## src/rtl/hub75_fb_if.sv

```systemverilog
// Framebuffer read-port bundle: two requester ports plus the shared framebuffer side.
// The slave modport is the arbiter's view; master is everything around it (requesters and the framebuffer).
interface hub75_fb_if;
  logic        req_0;
  logic [13:0] addr_0;
  logic        lock_0;
  logic        gnt_0;
  logic        rvalid_0;

  logic        req_1;
  logic [13:0] addr_1;
  logic        gnt_1;
  logic        rvalid_1;

  logic [19:0] rdata;

  logic [13:0] fb_raddr;
  logic        fb_re;
  logic [19:0] fb_rdata;

  modport slave (
    input  req_0, addr_0, lock_0, req_1, addr_1, fb_rdata,
    output gnt_0, rvalid_0, gnt_1, rvalid_1, rdata, fb_raddr, fb_re
  );

  modport master (
    output req_0, addr_0, lock_0, req_1, addr_1, fb_rdata,
    input  gnt_0, rvalid_0, gnt_1, rvalid_1, rdata, fb_raddr, fb_re
  );
endinterface

```

## src/rtl/hub75_fb_arbiter.sv

```systemverilog
// Shares the framebuffer read port between display fetch (port 0, priority) and an auxiliary
// reader (port 1), with a starvation guard for port 1 and a tag pipeline that steers returned words.
module hub75_fb_arbiter #(
  parameter int RD_LAT   = 1,
  parameter int MAX_WAIT = 63
) (
  input logic       sys_clk,
  input logic       rst_n,
  hub75_fb_if.slave bus
);

  localparam logic       GUARD_EN = (MAX_WAIT != 0);
  localparam logic [7:0] WAIT_TGT = 8'(MAX_WAIT);
  // With the guard disabled the counter only runs up to its ceiling and parks there.
  localparam logic [7:0] WAIT_LIM = GUARD_EN ? WAIT_TGT : 8'hFF;

  logic [7:0]        wait_cnt_q, wait_cnt_d;
  logic [RD_LAT-1:0] tag_vld_q, tag_vld_d;
  logic [RD_LAT-1:0] tag_port_q, tag_port_d;

  logic        force_1;
  logic        gnt_0;
  logic        gnt_1;
  logic        fb_re;
  logic [13:0] fb_raddr;

  // Grants are gated by rst_n so nothing reaches the framebuffer while in reset.
  always_comb begin
    force_1  = bus.req_1 & ~bus.lock_0 & GUARD_EN & (wait_cnt_q == WAIT_TGT);
    gnt_1    = rst_n & bus.req_1 & (~bus.req_0 | force_1);
    gnt_0    = rst_n & bus.req_0 & ~gnt_1;
    fb_re    = gnt_0 | gnt_1;
    fb_raddr = 14'd0;
    if (gnt_1) begin
      fb_raddr = bus.addr_1;
    end else if (gnt_0) begin
      fb_raddr = bus.addr_0;
    end
  end

  // Holding at the limit while lock_0 is high keeps the forced slot pending until the lock drops.
  always_comb begin
    wait_cnt_d = wait_cnt_q;
    if (~bus.req_1 | gnt_1) begin
      wait_cnt_d = 8'd0;
    end else if (wait_cnt_q != WAIT_LIM) begin
      wait_cnt_d = wait_cnt_q + 8'd1;
    end
  end

  always_comb begin
    tag_vld_d     = '0;
    tag_port_d    = '0;
    tag_vld_d[0]  = fb_re;
    tag_port_d[0] = gnt_1;
    for (int i = 1; i < RD_LAT; i++) begin
      tag_vld_d[i]  = tag_vld_q[i-1];
      tag_port_d[i] = tag_port_q[i-1];
    end
  end

  always_ff @(posedge sys_clk or negedge rst_n) begin
    if (!rst_n) begin
      wait_cnt_q <= 8'd0;
      tag_vld_q  <= '0;
      tag_port_q <= '0;
    end else begin
      wait_cnt_q <= wait_cnt_d;
      tag_vld_q  <= tag_vld_d;
      tag_port_q <= tag_port_d;
    end
  end

  assign bus.gnt_0    = gnt_0;
  assign bus.gnt_1    = gnt_1;
  assign bus.fb_re    = fb_re;
  assign bus.fb_raddr = fb_raddr;
  assign bus.rvalid_0 = tag_vld_q[RD_LAT-1] & ~tag_port_q[RD_LAT-1];
  assign bus.rvalid_1 = tag_vld_q[RD_LAT-1] &  tag_port_q[RD_LAT-1];
  assign bus.rdata    = bus.fb_rdata;

endmodule

```

## src/flat_wrapper.sv

```systemverilog
// flat-port wrapper written by rule: the top's interface ports become plain ports
module hub75_fb_arbiter_flat 
#(
  parameter int RD_LAT   = 1,
  parameter int MAX_WAIT = 63
)
  (sys_clk, rst_n, bus_req_0, bus_addr_0, bus_lock_0, bus_req_1, bus_addr_1, bus_fb_rdata, bus_gnt_0, bus_rvalid_0, bus_gnt_1, bus_rvalid_1, bus_rdata, bus_fb_raddr, bus_fb_re);
  hub75_fb_if bus_i ();
  input logic sys_clk;
  input logic rst_n;
  input wire logic [$bits(bus_i.req_0)-1:0] bus_req_0;
  input wire logic [$bits(bus_i.addr_0)-1:0] bus_addr_0;
  input wire logic [$bits(bus_i.lock_0)-1:0] bus_lock_0;
  input wire logic [$bits(bus_i.req_1)-1:0] bus_req_1;
  input wire logic [$bits(bus_i.addr_1)-1:0] bus_addr_1;
  input wire logic [$bits(bus_i.fb_rdata)-1:0] bus_fb_rdata;
  output wire logic [$bits(bus_i.gnt_0)-1:0] bus_gnt_0;
  output wire logic [$bits(bus_i.rvalid_0)-1:0] bus_rvalid_0;
  output wire logic [$bits(bus_i.gnt_1)-1:0] bus_gnt_1;
  output wire logic [$bits(bus_i.rvalid_1)-1:0] bus_rvalid_1;
  output wire logic [$bits(bus_i.rdata)-1:0] bus_rdata;
  output wire logic [$bits(bus_i.fb_raddr)-1:0] bus_fb_raddr;
  output wire logic [$bits(bus_i.fb_re)-1:0] bus_fb_re;
  assign bus_i.req_0 = bus_req_0;
  assign bus_i.addr_0 = bus_addr_0;
  assign bus_i.lock_0 = bus_lock_0;
  assign bus_i.req_1 = bus_req_1;
  assign bus_i.addr_1 = bus_addr_1;
  assign bus_i.fb_rdata = bus_fb_rdata;
  assign bus_gnt_0 = bus_i.gnt_0;
  assign bus_rvalid_0 = bus_i.rvalid_0;
  assign bus_gnt_1 = bus_i.gnt_1;
  assign bus_rvalid_1 = bus_i.rvalid_1;
  assign bus_rdata = bus_i.rdata;
  assign bus_fb_raddr = bus_i.fb_raddr;
  assign bus_fb_re = bus_i.fb_re;
  hub75_fb_arbiter #(.RD_LAT(RD_LAT), .MAX_WAIT(MAX_WAIT)) u_core (.sys_clk(sys_clk), .rst_n(rst_n), .bus(bus_i));
endmodule
```

## config.mk

```make
export PLATFORM = sky130hd
export DESIGN_NAME = hub75_fb_arbiter_flat
export DESIGN_NICKNAME = d
export VERILOG_FILES = /design/src/rtl/hub75_fb_if.sv /design/src/rtl/hub75_fb_arbiter.sv /design/src/flat_wrapper.sv
export SDC_FILE = /design/constraint.sdc
export NUM_CORES = 1
export LEC_CHECK = 0
export ABC_AREA = 1
export BUFFER_PORTS_ARGS = -buffer_cell sky130_fd_sc_hd__buf_2
export CORE_MARGIN = 2
export CORE_UTILIZATION = 35
export CTS_CLUSTER_DIAMETER = 40
export DETAILED_ROUTE_END_ITERATION = 10
export PLACE_DENSITY = 0.8
export SYNTH_ARGS = -nofsm -noshare
export SYNTH_HDL_FRONTEND = slang
export SYNTH_SLANG_ARGS = --single-unit
```

## constraint.sdc

```tcl
create_clock -name sys_clk -period 2.2 [get_ports sys_clk]
set_input_delay 0.44 -clock sys_clk [delete_from_list [all_inputs] [get_ports sys_clk]]
set_output_delay 0.44 -clock sys_clk [all_outputs]
set_load 0.05 [all_outputs]
```

# Word level (Yosys, flattened, before mapping)
# Index checks and enable logic that the tools add are counted.
word_totals:
  register_bits: 10
  inputBits: 53
  output_inout_bits: 39
  wordCells: 27
op_classes:
  n_addsub: 1
  eq_ne: 2
  n_mux: 4
  bitwise_logic: 16
  n_reduce_logical: 1
ops:
  columns: ["operator", "n"]
  rows:
  - ["$mux W14", 2]
  - ["$mux W8", 2]
  - ["$add A8 B1 Y8 const B", 1]
  - ["$and A1 B1 Y1", 8]
  - ["$eq A8 B6 Y1 const B", 1]
  - ["$ne A8 B6 Y1 const B", 1]
  - ["$not A1 Y1", 5]
  - ["$or A1 B1 Y1", 3]
  - ["$reduce_bool A2 Y1", 1]

# Logic depth before layout (Yosys ltp)
# Gate-level depths: netlist of run 1.
logic_depth:
  depth_word: 9
  ltp_mapped: 9
  depth_no_buf: 9

# Worst setup path after synthesis of run 1
# No wires, ideal clock.
synth_timing:
  path_type: "register to output"
  from: "register u_core.wait_cnt_q[0]"
  to: "output port bus_gnt_0"
  arrival_time_ps: 1751
  t_required_ps: 1760
  path_slack_ps: 9
  path_stages_with_launch: 8
  n_path_buf: 1
  cell_sequence: "dfrtp_1 ha_1 nand2_1 nor2_4 nand3_2 a21oi_4 buf_6 nor2_1"
synth_between:
  elab_chain_cells: 6
synth_rtl:
  columns: ["item", "line", "text"]
  rows:
  - ["start: declaration", "hub75_fb_arbiter.sv:17", "logic [7:0] wait_cnt_q, wait_cnt_d;"]
  - ["start signal: assignment", "hub75_fb_arbiter.sv:68", "wait_cnt_q <= wait_cnt_d;"]
  - ["$eq A8 B6 Y1", "hub75_fb_arbiter.sv:29", "force_1 = bus.req_1 & ~bus.lock_0 & GUARD_EN & (wait_cnt_q == WAIT_TGT);"]
  - ["$and A1 B1 Y1", "hub75_fb_arbiter.sv:29", null]
  - ["$or A1 B1 Y1", "hub75_fb_arbiter.sv:30", "gnt_1 = rst_n & bus.req_1 & (~bus.req_0 | force_1);"]
  - ["$and A1 B1 Y1", "hub75_fb_arbiter.sv:30", null]
  - ["named net bus_gnt_1", "flat_wrapper.sv:19", "output wire logic [$bits(bus_i.gnt_1)-1:0] bus_gnt_1;"]
  - ["$not A1 Y1", "hub75_fb_arbiter.sv:31", "gnt_0 = rst_n & bus.req_0 & ~gnt_1;"]
  - ["$and A1 B1 Y1", "hub75_fb_arbiter.sv:31", null]
  - ["end: declaration", "flat_wrapper.sv:17", "output wire logic [$bits(bus_i.gnt_0)-1:0] bus_gnt_0;"]
# The timed path passes the listed nets, and every way through them passes these cells.

# Worst setup path after layout of run 1
layout_timing:
  from: "register u_core.wait_cnt_q[6]"
  to: "output port bus_fb_raddr[8]"
layout_between:
  elab_chain_cells: 8
layout_rtl:
  columns: ["item", "line", "text"]
  rows:
  - ["$eq A8 B6 Y1 (*)", "hub75_fb_arbiter.sv:29", null]
  - ["$and A1 B1 Y1 (*)", "hub75_fb_arbiter.sv:29", null]
  - ["$or A1 B1 Y1 (*)", "hub75_fb_arbiter.sv:30", null]
  - ["$and A1 B1 Y1 (*)", "hub75_fb_arbiter.sv:30", null]
  - ["$not A1 Y1", "hub75_fb_arbiter.sv:31", null]
  - ["$and A1 B1 Y1", "hub75_fb_arbiter.sv:31", null]
  - ["$mux W14", "hub75_fb_arbiter.sv:36", "end else if (gnt_0) begin"]
  - ["$mux W14 (*)", "hub75_fb_arbiter.sv:34", "if (gnt_1) begin"]
  - ["end: declaration", "flat_wrapper.sv:22", "output wire logic [$bits(bus_i.fb_raddr)-1:0] bus_fb_raddr;"]
# Every way passes the cells marked *; elsewhere a longest branch is shown, timed or not.

==> metrics.yaml, run 1 <==
status: "finished with violations"
violations: "negative setup slack"
die_w_um: 54.7
cp_slowest_cell: "dfrtp_1"
netlist_area_um2: 900
synth_top_area_share_pct: 27.8
arrival_ns: 1.89
cts.sinks: 10
cap_violations: 0
synth_area_leaders: "dfrtp_1 28%, nand2_1 19%, buf_4 17%, nand3_1 8.3%, inv_1 5.4%"
use_met3_pct: 3.83
syn_to_final_growth_pct: 52.2
worst_clock_skew_ns: 0.00466
cp_slowest_stage_delay_ns: 0.41
clockBufferDepth: 2
setup_viol: 16
ant_nets: 0
synth_cell_type_count: 22
ys.warnings.count: 0
hp-class: "input pin to asynchronous set/reset pin"
gp_congestion: 0.758
p_total_uw: 609
synth_top_area_cell: "dfrtp_1"
diodes: 0
grt_pass1_vias: 819
antenna_found_initial: 0
slew_headroom_pct: 72.5
grt_overflow: 0
fmax_mhz: 429
htreeDepth: 1
maxSlewViolCount: 0
fin_area_um2: 1370
min_period_ns: 2.33
power_density_nw_per_um2: 445
fin_tns_setup_ns: -1.35
rsz0062_at_grt: "yes"
cp-end-kind: "output pin"
placed_area_um2: 1050
tightest_slew_ns: 0.411
die_y_um: 54.7
cts_root_buf: "clkbuf_4"
clk-insertion-delay-late_ns: 0.28
fin_ws_ns: -0.129
dp_hpwl_um: 1610
r2r-end: "u_core.wait_cnt_q[5]"
die_area_um2: 2990
ys_ff_latch: 10
use_met2_pct: 25.8
num_vias: 1078
peakVddDrop_uv: 346
drc_errors: 0
syn_area_per_cell_um2: 6.57
finalWirelength_um: 2780
crit_required_ns: 1.76
seq_area_frac_synth_pct: 27.8
via_per_inst: 5.21
cts_tree: "built"
critPathLaunchType: "flip-flop"
cp_max_fo: 4
grt.busiest_layer: "met2"
crit_path_end: "bus_fb_raddr[8]"
r2r_slack_ns: 0.63
grt_util_all_layers_pct: 16.0
holdWs_ns: 0.130
cts_inserted_buffers: 3
nets: 232
critPathLaunch: "u_core.wait_cnt_q[6]"
syn-num-nets: 191
period_share_pct: 106
initial_utilization_pct: 36.6
boundaryPins: 92
ff2ff_path_depth: 8
path_cells: "inv_2 > nand2_2 > nor2_2 > nand3_2 > a21oi_4 > clkbuf_16 > nand2_1 > nand2_1 > buf_6"
dr.pass1.iters: 4
wire_per_inst_um: 13.4
grt_pass1_wl_um: 3330
grt_start_max_net_pins: 18
r2r_start: "u_core.wait_cnt_q[6]"
hold_violations: 0
io_buffers: 51
path_clk_slew_ns: 0.07
rows: 18
p_leak_uw: 0.000763
use_met1_pct: 17.7
drt-initial-drc-count: 17
netlist_instances: 137
crit_top_cell: "nand2_1"
layout-drive-gt1-share_pct: 52.0
core_region_area_um2: 2450
final_util_pct: 55.8
critPathKind: "flip-flop to output pin"
-- registers in the layout, summed over array words and instances, names as in the netlist --
register	flops
u_core.tag_vld_q	1
u_core.wait_cnt_q	8
u_core.tag_port_q	1
-- logic make-up (layout without fill, tap and decap cells) --
kind of cell	count (synthesis)	after routing	share of synthesized area, %
AND/OR/NAND/NOR	80	80	38.9
buffers and inverters	37	77	24.8
flip-flops	10	10	27.8
AO/OA/AOI/OAI	7	7	5.15
XOR/XNOR	2	2	1.95
adder cells (fa/ha/maj)	1	1	1.39
-- worst max-delay path, delay by kind of cell (launching register included) --
| family | cells | cell delay (ns) |
|---|---|---|
| compound gates | 1 | 0.27 |
| simple gates | 5 | 0.49 |
| flops | 1 | 0.41 |
| buf+inv | 3 | 0.44 |
-- power by group --
part | switching, µW | leakage, µW | total [µW] | internal, µW
sequential | 6.16 | 0.000135 | 196 | 190
combinational | 145 | 0.000607 | 241 | 96.4
clock | 71.3 | 0.0000210 | 172 | 101
-- per-stage QoR --
| step | std cells | setup WS [ns] |
|---|---|---|
| after detailed placement | 197 | 0.148 |
| after global placement | 197 | 0.187 |
| final | 207 | -0.129 |
| after global routing | 207 | -0.210 |
| after CTS | 203 | -0.0248 |
| after floorplan | 137 | 0.00917 |
-- layer usage --
| layer | share of wire [%] | vias to the layer above |
|---|---|---|
| li1 | - | 488 |
| met1 | 35 | 495 |
| met2 | 51 | 82 |
| met3 | 9.1 | 13 |
| met4 | 4.1 | 0 |
| met5 | 0 | - |
-- what timing repair did --
action | 4_1_cts | 5_1_grt
gates cloned | 0 | 2
setup endpoints to repair | 15 | 16
resized for setup | 29 | 35
pin swaps | 1 | 15
buffers inserted | 1 | 2
hold buffers | 1 | 0
endpoints found under the hold margin | 2 | 0
-- final cells by class --
cell class / count / area [µm²]
clock buffers: 4 / 36.3
fillers: 202 / 1090
inverters: 14 / 52.6
multi-input cells: 90 / 499
flip-flops and latches: 10 / 250
well taps: 30 / 37.5
repair buffers: 59 / 493
-- synthesized netlist by cell type --
cell type and n:
nand2_1 45, buf_4 20, nand3_1 15, inv_1 13, nor2_1 11, dfrtp_1 10, o21ai_0 4, nand2_2 3
a21oi_1 2, nand4_1 2, a21oi_4 1, buf_1 1, buf_2 1, buf_6 1, ha_1 1, inv_2 1
nand3_2 1, nor2_2 1, nor2_4 1, or2_2 1, xnor2_1 1, xor2_1 1
-- worst min path at each step --
stage	depth (start not counted)	endpoint	startpoint	slack, ns
floorplan	0	u_core.tag_port_q	rst_n	0.14
global placement	1	u_core.tag_port_q	rst_n	0.26
detailed placement	1	u_core.tag_port_q	rst_n	0.26
CTS	2	u_core.wait_cnt_q[5]	rst_n	0.13
global route	2	u_core.wait_cnt_q[2]	rst_n	0.14
finish	2	u_core.wait_cnt_q[7]	rst_n	0.13
-- cells in the final DEF, fill, tap and decap left out, types with 2 or more instances in the layout --
cell and count:
nor2_1 11, nand4_1 2, buf_4 4, nand2_4 2, a21oi_1 2, nand3_1 15
buf_8 9, o21ai_0 4, nand2_2 21, buf_2 36, inv_1 13, buf_6 6
nand2_1 25, clkbuf_16 2, dfrtp_1 10, clkbuf_4 3
(Power assumes the default switching activity.)
==> run 2, diff against run 1 <==
--- a/config.mk
+++ b/config.mk
@@ -12,6 +12,7 @@
 export CTS_CLUSTER_DIAMETER = 40
 export DETAILED_ROUTE_END_ITERATION = 10
 export PLACE_DENSITY = 0.8
+export SKIP_CTS_REPAIR_TIMING = 1
 export SYNTH_ARGS = -nofsm -noshare
 export SYNTH_HDL_FRONTEND = slang
 export SYNTH_SLANG_ARGS = --single-unit
==> run 2 against run 1 <==
Critical path depth is the same. Routed wire length shrank 22%. Largest cell class unchanged. Largest power group unchanged. Clock power is essentially flat. The flow still finishes with violations (negative setup slack). Total power shrank 6.5%. Sequential power is essentially flat. Global-route usage shrank 1.1 points. Clock skew shrank 0.0016 ns.
==> metrics.yaml, run 2 (synthesis gave the netlist of run 1 again) <==
cp_max_fo: 17  # +13
grt.busiest_layer: "met2"
use_met3_pct: 3.01  # -0.82 points
critPathLaunchType: "flip-flop"
slew_headroom_pct: 72.5  # about the same
maxSlewViolCount: 0  # unchanged
final_util_pct: 48.8  # -6.9 points
r2r_slack_ns: 0.59  # -0.04 ns
use_met2_pct: 23.8  # -2.0 points
violations: "negative setup slack"
io_buffers: 51  # unchanged
layout-drive-gt1-share_pct: 38.7  # -13 points
hold_violations: 0  # unchanged
finalWirelength_um: 2160  # -22%
use_met1_pct: 17.2  # -0.50 points
diodes: 0  # unchanged
boundaryPins: 92  # unchanged
worst_clock_skew_ns: 0.00302  # -0.00165 ns
grt_pass1_wl_um: 3100  # -6.8%
cap_violations: 0  # unchanged
ff2ff_path_depth: 8  # unchanged
peakVddDrop_uv: 309  # -11%
dr.pass1.iters: 4  # unchanged
drc_errors: 0  # unchanged
crit_required_ns: 1.76  # about the same
path_clk_slew_ns: 0.07  # about the same
cp-end-kind: "output pin"
initial_utilization_pct: 36.6  # unchanged
cts_tree: "built"
tightest_slew_ns: 0.411  # -0.0000169 ns
min_period_ns: 2.22  # -0.108 ns
final_cell_mix: "45 x nand2_1, 36 x buf_2, 15 x nand3_1"
layout_commonest_cell: "nand2_1"
r2r_start: "u_core.wait_cnt_q[0]"
hp-class: "input pin to asynchronous set/reset pin"
grt_util_all_layers_pct: 14.9  # -1.1 points
syn_to_final_growth_pct: 33.2
fill_cells: 237  # +17%
period_share_pct: 101  # -4.9 points
setup_viol: 14  # -2
ant_nets: 0  # unchanged
antenna_found_initial: 0  # unchanged
fmax_mhz: 450  # +4.9%
rows: 18  # unchanged
cts_root_buf: "clkbuf_4"
dp_hpwl_um: 1610  # unchanged
htreeDepth: 1  # unchanged
fin_ws_ns: -0.0207  # +0.108 ns
power_density_nw_per_um2: 475  # +6.7%
grt_overflow: 0  # unchanged
clk-insertion-delay-late_ns: 0.27  # about the same
fin_tns_setup_ns: -0.172  # +1.18 ns
via_per_inst: 4.76  # -8.6%
r2r-end: "u_core.wait_cnt_q[5]"
num_vias: 966  # -10%
cts.sinks: 10  # unchanged
status: "finished with violations"
critPathKind: "flip-flop to output pin"
regMostFlops: "u_core.wait_cnt_q"
largest_reg_flops: 8  # unchanged
wire_per_inst_um: 10.6  # -21%
grt_start_max_net_pins: 18  # unchanged
die_area_um2: 2990  # unchanged
gp_congestion: 0.758  # unchanged
grt_pass1_vias: 774  # -5.5%
nets: 228  # -1.7%
core_region_area_um2: 2450  # unchanged
drt-initial-drc-count: 14  # -3
arrival_ns: 1.78  # -0.11 ns
p_total_uw: 569  # -6.5%
rsz0062_at_grt: "yes"
die_w_um: 54.7  # unchanged
clockBufferDepth: 2  # unchanged
cts_inserted_buffers: 3  # unchanged
p_leak_uw: 0.000703  # -7.9%
top_regs: "u_core.wait_cnt_q (8), u_core.tag_port_q (1), u_core.tag_vld_q (1)"
die_y_um: 54.7  # unchanged
[run 2: changes by cell type in the layout (fill, tap and decap cells not counted), sizes merged]
cell,previous run,this run
buf,56,54
clkbuf,6,4
[run 2: worst max path at each step]
stage / from / end / slack, ns
finish: u_core.wait_cnt_q[0] / bus_fb_raddr[9] / -0.02
global route: u_core.wait_cnt_q[0] / bus_fb_raddr[9] / -0.17
CTS: u_core.wait_cnt_q[0] / bus_fb_raddr[3] / -0.16
detailed placement: u_core.wait_cnt_q[0] / bus_fb_raddr[3] / 0.15
global placement: u_core.wait_cnt_q[0] / bus_fb_raddr[8] / 0.19
floorplan: u_core.wait_cnt_q[0] / bus_gnt_0 / 0.009
[run 2: worst max-delay path, stage by stage (launching register included)]
cell     delay [ns]
dfrtp_1        0.39
ha_1           0.17
nand2_1        0.10
nor2_4         0.13
nand3_2        0.12
a21oi_4        0.16
buf_12         0.15
nand2_1        0.06
nand2_1        0.08
buf_6          0.16
[run 2: final cells by class]
type,count,area [µm²],share of cell area [%]
timing repair buffer,55,390,32.6
tap,30,37.5,3.13
inverter,14,52.6,4.38
multi-input combinational,90,432,36.0
sequential,10,250,20.9
clock buffer,4,36.3,3.03
[run 2: per-layer routing]
layer  share of wire [%]  vias up  routed length [µm]
met2                  48       56                1040
met5                   0        -                   0
met4                 3.5        0                  76
met3                  10        7                 217
li1                    -      478                   -
met1                  38      425                 828
[run 2: report_power, final]
group	internal, µW	switching, µW	total (µW)
clock	101	68.4	169
combinational	75.4	130	206
sequential	190	4.71	195
[run 2: per-stage QoR]
stage | worst slack, ns | instance area [µm²] | hold slack (ns) | instances
after global routing | -0.171 | 1200 | 0.144 | 203
after CTS | -0.157 | 1090 | -0.0375 | 201
final | -0.0207 | 1200 | 0.124 | 203
after detailed placement | 0.148 | 1050 | 0.261 | 197
after global placement | 0.187 | 1050 | 0.259 | 197
after floorplan | 0.00917 | 900 | 0.144 | 137
